<file path="src/rtl/ps2_pkg.sv">
// Shared constants for the PS/2 key tracker: decoder states, prefix and control bytes, default keys.
// Latency: n/a (declarations only).
// Backpressure: n/a.
package ps2_pkg;

  // Decoder state encoding
  typedef logic [1:0] ps2_state_t;
  localparam ps2_state_t ST_IDLE      = 2'd0;
  localparam ps2_state_t ST_EXT       = 2'd1;
  localparam ps2_state_t ST_BREAK     = 2'd2;
  localparam ps2_state_t ST_EXT_BREAK = 2'd3;

  // Sequence prefixes
  localparam logic [7:0] PS2_EXT = 8'hE0;
  localparam logic [7:0] PS2_BRK = 8'hF0;

  // Keyboard control/status bytes that never carry a key code
  localparam logic [7:0] PS2_BAT_OK = 8'hAA;
  localparam logic [7:0] PS2_ACK    = 8'hFA;
  localparam logic [7:0] PS2_ECHO   = 8'hEE;
  localparam logic [7:0] PS2_RESEND = 8'hFE;
  localparam logic [7:0] PS2_ERR    = 8'hFF;
  localparam logic [7:0] PS2_OVR    = 8'h00;

  // Default paddle keys (set-2 scan codes) and their ASCII
  localparam logic [7:0] SC_W = 8'h1D;
  localparam logic [7:0] SC_S = 8'h1B;
  localparam logic [7:0] SC_I = 8'h43;
  localparam logic [7:0] SC_K = 8'h42;

  localparam logic [7:0] ASC_W     = 8'h57;
  localparam logic [7:0] ASC_S     = 8'h53;
  localparam logic [7:0] ASC_I     = 8'h49;
  localparam logic [7:0] ASC_K     = 8'h4B;
  localparam logic [7:0] ASC_SPACE = 8'h20;

  function automatic logic is_ctrl(input logic [7:0] b);
    return (b == PS2_BAT_OK) || (b == PS2_ACK) || (b == PS2_ECHO) ||
           (b == PS2_RESEND) || (b == PS2_ERR) || (b == PS2_OVR);
  endfunction

endpackage

</file>
<file path="src/rtl/ps2_evt_fifo.sv">
// Synchronous show-ahead FIFO with flush and occupancy count.
// Latency: write visible at rd_dat/empty one cycle later; rd_dat is combinational from the head.
// Backpressure: write while full is dropped unless a read happens in the same cycle.
module ps2_evt_fifo #(
  parameter int WIDTH = 4,
  parameter int DEPTH = 8
) (
  input  logic                       inclock,
  input  logic                       resetn,
  input  logic                       flush,
  input  logic                       wr_vld,
  input  logic [WIDTH-1:0]           wr_dat,
  input  logic                       rd_rdy,
  output logic [WIDTH-1:0]           rd_dat,
  output logic [$clog2(DEPTH+1)-1:0] count,
  output logic                       full,
  output logic                       empty
);

  localparam int PTR_W = (DEPTH > 1) ? $clog2(DEPTH) : 1;
  localparam int CNT_W = $clog2(DEPTH + 1);

  logic [WIDTH-1:0] mem_q [DEPTH];
  logic [WIDTH-1:0] mem_d [DEPTH];
  logic [PTR_W-1:0] wr_ptr_q, wr_ptr_d;
  logic [PTR_W-1:0] rd_ptr_q, rd_ptr_d;
  logic [CNT_W-1:0] cnt_q, cnt_d;
  logic             do_wr, do_rd;

  assign empty  = (cnt_q == '0);
  assign full   = (cnt_q == CNT_W'(DEPTH));
  assign count  = cnt_q;
  assign rd_dat = mem_q[rd_ptr_q];

  // Pointer/count/storage update; flush wins over any same-cycle write or read.
  always_comb begin
    mem_d    = mem_q;
    wr_ptr_d = wr_ptr_q;
    rd_ptr_d = rd_ptr_q;
    cnt_d    = cnt_q;
    do_rd    = rd_rdy && !empty && !flush;
    do_wr    = wr_vld && !flush && (!full || do_rd);
    if (flush) begin
      wr_ptr_d = '0;
      rd_ptr_d = '0;
      cnt_d    = '0;
    end else begin
      if (do_wr) begin
        mem_d[wr_ptr_q] = wr_dat;
        wr_ptr_d        = wr_ptr_q + PTR_W'(1);
      end
      if (do_rd) begin
        rd_ptr_d = rd_ptr_q + PTR_W'(1);
      end
      cnt_d = cnt_q + CNT_W'(do_wr) - CNT_W'(do_rd);
    end
  end

  // State registers with synchronous active-low reset
  always_ff @(posedge inclock) begin
    if (!resetn) begin
      mem_q    <= '{default: '0};
      wr_ptr_q <= '0;
      rd_ptr_q <= '0;
      cnt_q    <= '0;
    end else begin
      mem_q    <= mem_d;
      wr_ptr_q <= wr_ptr_d;
      rd_ptr_q <= rd_ptr_d;
      cnt_q    <= cnt_d;
    end
  end

endmodule

</file>
<file path="src/rtl/ps2_key_tracker.sv">
// PS/2 make/break/E0 decoder with held-key bitmap, last-key ASCII and a buffered event stream.
// Latency: one registered stage from rx_valid to key_held/last_ascii/evt_count/evt_valid.
// Backpressure: evt_valid/evt_ready; events arriving while the FIFO is full are dropped and flag overflow.
module ps2_key_tracker
  import ps2_pkg::*;
#(
  parameter int                     NUM_KEYS        = 4,
  parameter int                     FIFO_DEPTH      = 8,
  parameter logic [NUM_KEYS*9-1:0]  KEY_CODES       = {1'b0, SC_K, 1'b0, SC_I, 1'b0, SC_S, 1'b0, SC_W},
  parameter logic [NUM_KEYS*8-1:0]  KEY_ASCII       = {ASC_K, ASC_I, ASC_S, ASC_W},
  parameter bit                     SUPPRESS_REPEAT = 1'b1
) (
  input  logic                              inclock,
  input  logic                              resetn,
  input  logic [7:0]                        rx_data,
  input  logic                              rx_valid,
  input  logic                              flush,
  output logic [NUM_KEYS-1:0]               key_held,
  output logic                              evt_valid,
  input  logic                              evt_ready,
  output logic [$clog2(NUM_KEYS):0]         evt_data,
  output logic [$clog2(FIFO_DEPTH+1)-1:0]   evt_count,
  output logic                              overflow,
  output logic [7:0]                        last_ascii
);

  localparam int EVT_W = 1 + $clog2(NUM_KEYS);
  localparam int IDX_W = (NUM_KEYS > 1) ? $clog2(NUM_KEYS) : 1;

  ps2_state_t          state_q, state_d;
  logic [NUM_KEYS-1:0] held_q, held_d;
  logic [7:0]          ascii_q, ascii_d;
  logic                ovf_q, ovf_d;

  logic                code_ext, code_brk;
  logic                hit;
  logic [NUM_KEYS-1:0] hit_mask;
  logic [IDX_W-1:0]    hit_idx;
  logic [7:0]          hit_ascii;
  logic                push_vld;
  logic [EVT_W-1:0]    push_dat;
  logic                pop;
  logic                fifo_full, fifo_empty;

  assign code_ext = (state_q == ST_EXT)   || (state_q == ST_EXT_BREAK);
  assign code_brk = (state_q == ST_BREAK) || (state_q == ST_EXT_BREAK);
  assign pop      = !fifo_empty && evt_ready;

  // Key table lookup: scan high-to-low so the lowest matching entry is the one left standing
  always_comb begin
    hit       = 1'b0;
    hit_mask  = '0;
    hit_idx   = '0;
    hit_ascii = ASC_SPACE;
    for (int i = NUM_KEYS - 1; i >= 0; i--) begin
      if (KEY_CODES[i*9 +: 9] == {code_ext, rx_data}) begin
        hit       = 1'b1;
        hit_mask  = NUM_KEYS'(1) << i;
        hit_idx   = IDX_W'(i);
        hit_ascii = KEY_ASCII[i*8 +: 8];
      end
    end
  end

  // Prefix FSM plus held-bitmap/ASCII/event generation for a completed code
  always_comb begin
    state_d  = state_q;
    held_d   = held_q;
    ascii_d  = ascii_q;
    push_vld = 1'b0;
    push_dat = '0;
    if (rx_valid) begin
      if (is_ctrl(rx_data)) begin
        state_d = ST_IDLE;
      end else if (rx_data == PS2_EXT) begin
        state_d = ST_EXT;
      end else if (rx_data == PS2_BRK) begin
        state_d = code_ext ? ST_EXT_BREAK : ST_BREAK;
      end else begin
        state_d = ST_IDLE;
        if (hit) begin
          push_dat            = EVT_W'(hit_idx);
          push_dat[EVT_W-1]   = !code_brk;
          if (code_brk) begin
            held_d   = held_q & ~hit_mask;
            push_vld = 1'b1;
            if (held_d == '0) begin
              ascii_d = ASC_SPACE;
            end
          end else begin
            held_d   = held_q | hit_mask;
            ascii_d  = hit_ascii;
            // Typematic repeats of a key already down are optionally swallowed
            push_vld = !(SUPPRESS_REPEAT && ((held_q & hit_mask) != '0));
          end
        end
      end
    end
  end

  // Sticky drop flag: set when an event finds the FIFO full with no room freed this cycle
  always_comb begin
    ovf_d = ovf_q;
    if (flush) begin
      ovf_d = 1'b0;
    end else if (push_vld && fifo_full && !pop) begin
      ovf_d = 1'b1;
    end
  end

  // State registers with synchronous active-low reset
  always_ff @(posedge inclock) begin
    if (!resetn) begin
      state_q <= ST_IDLE;
      held_q  <= '0;
      ascii_q <= ASC_SPACE;
      ovf_q   <= 1'b0;
    end else begin
      state_q <= state_d;
      held_q  <= held_d;
      ascii_q <= ascii_d;
      ovf_q   <= ovf_d;
    end
  end

  ps2_evt_fifo #(
    .WIDTH (EVT_W),
    .DEPTH (FIFO_DEPTH)
  ) u_fifo (
    .inclock (inclock),
    .resetn  (resetn),
    .flush   (flush),
    .wr_vld  (push_vld),
    .wr_dat  (push_dat),
    .rd_rdy  (evt_ready),
    .rd_dat  (evt_data),
    .count   (evt_count),
    .full    (fifo_full),
    .empty   (fifo_empty)
  );

  assign key_held   = held_q;
  assign evt_valid  = !fifo_empty;
  assign overflow   = ovf_q;
  assign last_ascii = ascii_q;

endmodule

</file>
<file path="config.mk">
export PLATFORM = sky130hd
export DESIGN_NAME = ps2_key_tracker
export DESIGN_NICKNAME = d
export VERILOG_FILES = /design/src/rtl/ps2_pkg.sv /design/src/rtl/ps2_evt_fifo.sv /design/src/rtl/ps2_key_tracker.sv
export SDC_FILE = /design/constraint.sdc
export NUM_CORES = 1
export LEC_CHECK = 0
export BUFFER_PORTS_ARGS = -buffer_cell sky130_fd_sc_hd__buf_2
export CORE_ASPECT_RATIO = 0.75
export CORE_MARGIN = 10
export CORE_UTILIZATION = 52
export DETAILED_ROUTE_END_ITERATION = 8
export GPL_ROUTABILITY_DRIVEN = 0
export PLACE_DENSITY_LB_ADDON = 0.1
export SYNTH_ARGS = -nofsm -noshare
export SYNTH_HDL_FRONTEND = slang
export SYNTH_SLANG_ARGS = --single-unit
</file>
<file path="constraint.sdc">
create_clock -name inclock -period 2.4 [get_ports inclock]
set_clock_uncertainty 0.1 [all_clocks]
set_input_delay 0.24 -clock inclock [delete_from_list [all_inputs] [get_ports inclock]]
set_output_delay 0.24 -clock inclock [all_outputs]
set_load 0.01 [all_outputs]
</file>
==> metrics.yaml <==
setup_path:
  crit_chain: "or4_4 -> nor4_4 -> nor3_4 -> nand3_2 -> nor2_1 -> ha_2 -> inv_2 -> fa_2 -> nor2_1"
  cp.arrival_ns: 2.56
  criticalPathCategory: "flip-flop to flip-flop"
  cp_max_fo: 4
  cp-start-kind: "flip-flop"
  cpMostUsedCell: "nor2_1"
  crit_required_ns: 2.55
  ff2ff_path_depth: 9
  max_stage_delay_ns: 0.57
  end_kind: "flip-flop"
  cp_slowest_cell: "or4_4"
sta:
  finalCritPeriodShare_pct: 101
  worst_slack_ns: -0.0168
  timing.fmax_mhz: 414
  final.min_clock_period_ns: 2.42
  timing.slew.headroom_pct: 57.0
  max_slew.worst_pin.slew_ns: 0.638
  fin_setup_tns_ns: -0.0168
  setup_violations: 1
  hold_viol: 0
  drv_slew: 0
  whs_ns: 0.129
  rsz0062_at_grt: "yes"
pwr:
  seqPwrFrac_pct: 51.5
  comb_power_share_pct: 8.3
  pwr-share-clk_pct: 40.1
  internal_power_mw: 1.15
  powerDensity_mw_per_mm2: 453
  power_switching_mw: 0.369
  leakage_nw: 1.49
  swShare_pct: 24.4
  ir_worst_vdd_uv: 325
floorplanning:
  dieHeight_um: 83.2
  initial_utilization_pct: 55.0
  rows: 22
  fp.dieW_um: 104
  ios: 34
  core_mm2: 0.00504
  die_area_mm2: 0.00868
finish:
  final_common_cell: "dfxtp_1"
  finalNetCount: 369
  drive_above_1_share_pct: 30.5
  diodes: 0
  fillers: 411
  areaGrowthSynthToFinish_pct: 20.6
  design_area_mm2: 0.00334
  layout_common_cells: "45 x dfxtp_1, 41 x nand2_1, 32 x buf_2"
  layout.cells.non_filler: 420
cts:
  cts_tree: "done"
  clk_latency_ns: 0.30
  clock_sinks: 47
  cts_hold_buf: 0
  cts_buffers: 5
  clk_pin_slew_ns: 0.09
  cts.htree.levels: 2
  clock_path_buffers: 2
  clock-root-buffer: "clkbuf_8"
synthesis:
  synthDistinctLibCells: 59
  ys_async_sr_fraction_pct: 0
  synth_area_per_cell_um2: 9.30
  synth_nets: 320
  synth_edf_count: 0
  syn-cell-area_mm2: 0.00277
  synthFlopType: "dfxtp_1"
  syn-instance-count: 298
  synth_area_leaders: "dfxtp_1 34%, mux2i_1 11%, nand2_1 5.7%"
  synth.yosys.seq_area_share_pct: 34.0
  netlist.area_leader.share_pct: 34.0
  ys.warnings.count: 0
  ys_ff_latch: 47
  yosysTopAreaCell: "dfxtp_1"
worst_hold_path:
  hold_path_class: "primary input to flip-flop"
  min_path_cells: 3
drt:
  ant_nets: 0
  firstDrtPassIters: 4
  route.met3.wl_um: 418
  routed_wl_um: 6520
  wl_met1_um: 3380
  vias_per_cell: 5.60
  dr_wl_met2_um: 2670
  via_count: 2354
  drt_iter0_drc: 139
  wl_per_cell_um: 15.5
  highest_layer: "met4"
  drc: 0
placed_design:
  dp_cells: 409
  dp.final_hpwl_um: 4980
  numPortBuffers: 32
  place_area_mm2: 0.00319
run:
  drv_cap: 0
grt:
  grt_max_degree: 25
  grt.overflow.total: 0
  antenna_found_initial: 0
  track_usage_pct: 15.2
  grt_pass1_wl_um: 11200
  grt_pass1_vias: 2252
status:
  status: "finished, violations left"
  violations: "negative setup slack"
-- synth_stat cells, types with 4 or more instances --
cell / count
ha_1: 8
nor3b_1: 5
mux2i_1: 30
and3_1: 6
nor3_1: 5
a41oi_1: 4
a21oi_1: 6
buf_2: 7
nand4_1: 10
clkbuf_1: 8
dfxtp_1: 47
inv_1: 12
nand3_1: 8
nor2_1: 20
nand2b_1: 4
mux4_2: 6
nand2_1: 42
nand4b_1: 4
-- power groups by stage --
stage / registers [mW] / logic [mW] / clock network (mW)
2_1_floorplan: 0.799 / 0.0788 / 0
3_3_place_gp: 0.799 / 0.124 / 0
3_5_place_dp: 0.799 / 0.124 / 0
4_1_cts: 0.780 / 0.124 / 0.615
5_1_grt: 0.781 / 0.138 / 0.652
6_report: 0.780 / 0.126 / 0.607
-- state kept, by name, indices dropped and copies added, names as in the netlist, named ones only --
signal,count
last_ascii,6
overflow,1
state_q,2
u_fifo.count,4
u_fifo.mem_q,24
u_fifo.rd_ptr_q,3
u_fifo.wr_ptr_q,3
-- layout make-up --
type | instances | area [um2] | share of cell area (%)
multi-input combinational | 217 | 1730 | 51.9
sequential | 47 | 943 | 28.2
timing repair buffer | 64 | 413 | 12.4
tap | 72 | 90.1 | 2.70
clock buffer | 5 | 68.8 | 2.06
clock inverter | 3 | 47.5 | 1.42
inverter | 12 | 45.0 | 1.35
-- per-stage QoR --
| step | setup WS (ns) | util (%) | power, mW |
|---|---|---|---|
| 4_1_cts | 0.00680 | 65.7 | 1.52 |
| 5_1_grt | -0.116 | 66.3 | 1.57 |
| 3_3_place_gp | 0.0178 | 63.2 | 0.923 |
| 3_5_place_dp | -0.00483 | 63.2 | 0.923 |
| 6_report | -0.0168 | 66.3 | 1.51 |
| 2_1_floorplan | -0.0345 | - | 0.878 |
-- cell families after synthesis --
logic type / synth area share [%]
AO/OA/AOI/OAI: 10.5
XOR/XNOR: 1.26
adder cells (fa/ha/maj): 4.33
buffers and inverters: 5.87
flip-flops: 34.0
multiplexers: 16.9
other: 0.135
AND/OR/NAND/NOR: 27.0
-- layer usage --
metal / vias up / GRT usage [%]
li1: 1171 / -
met1: 1112 / 22.4
met2: 63 / 20.9
met3: 8 / 3.70
met4: 0 / 4.26
met5: - / 0
-- worst paths after layout --
path | start | endpoint | slack [ns]
worst min register to register | last_ascii[5]$_SDFFE_PN1P_ | last_ascii[5]$_SDFFE_PN1P_ | 0.35
worst max register to register | state_q[0]$_SDFFE_PN0P_ | u_fifo.count[1]$_SDFF_PP0_ | -0.02
worst min-delay path | evt_ready | u_fifo.rd_ptr_q[1]$_SDFFE_PP0P_ | 0.13
worst max-delay path | state_q[0]$_SDFFE_PN0P_ | u_fifo.count[1]$_SDFF_PP0_ | -0.02
-- critical path, delay by kind of cell, from the launching register on --
family / cells / cell delay, ns
fa+ha+maj: 2 / 0.59
flops: 1 / 0.33
buf+inv: 1 / 0.05
simple gates: 6 / 1.28
-- what timing repair did --
action	4_1_cts	5_1_grt
gates cloned	0	0
pin swaps	2	8
buffers inserted	1	2
setup endpoints to repair	1	3
gates resized for setup	0	5
No activity file was read; power rests on OpenSTA's default activity.
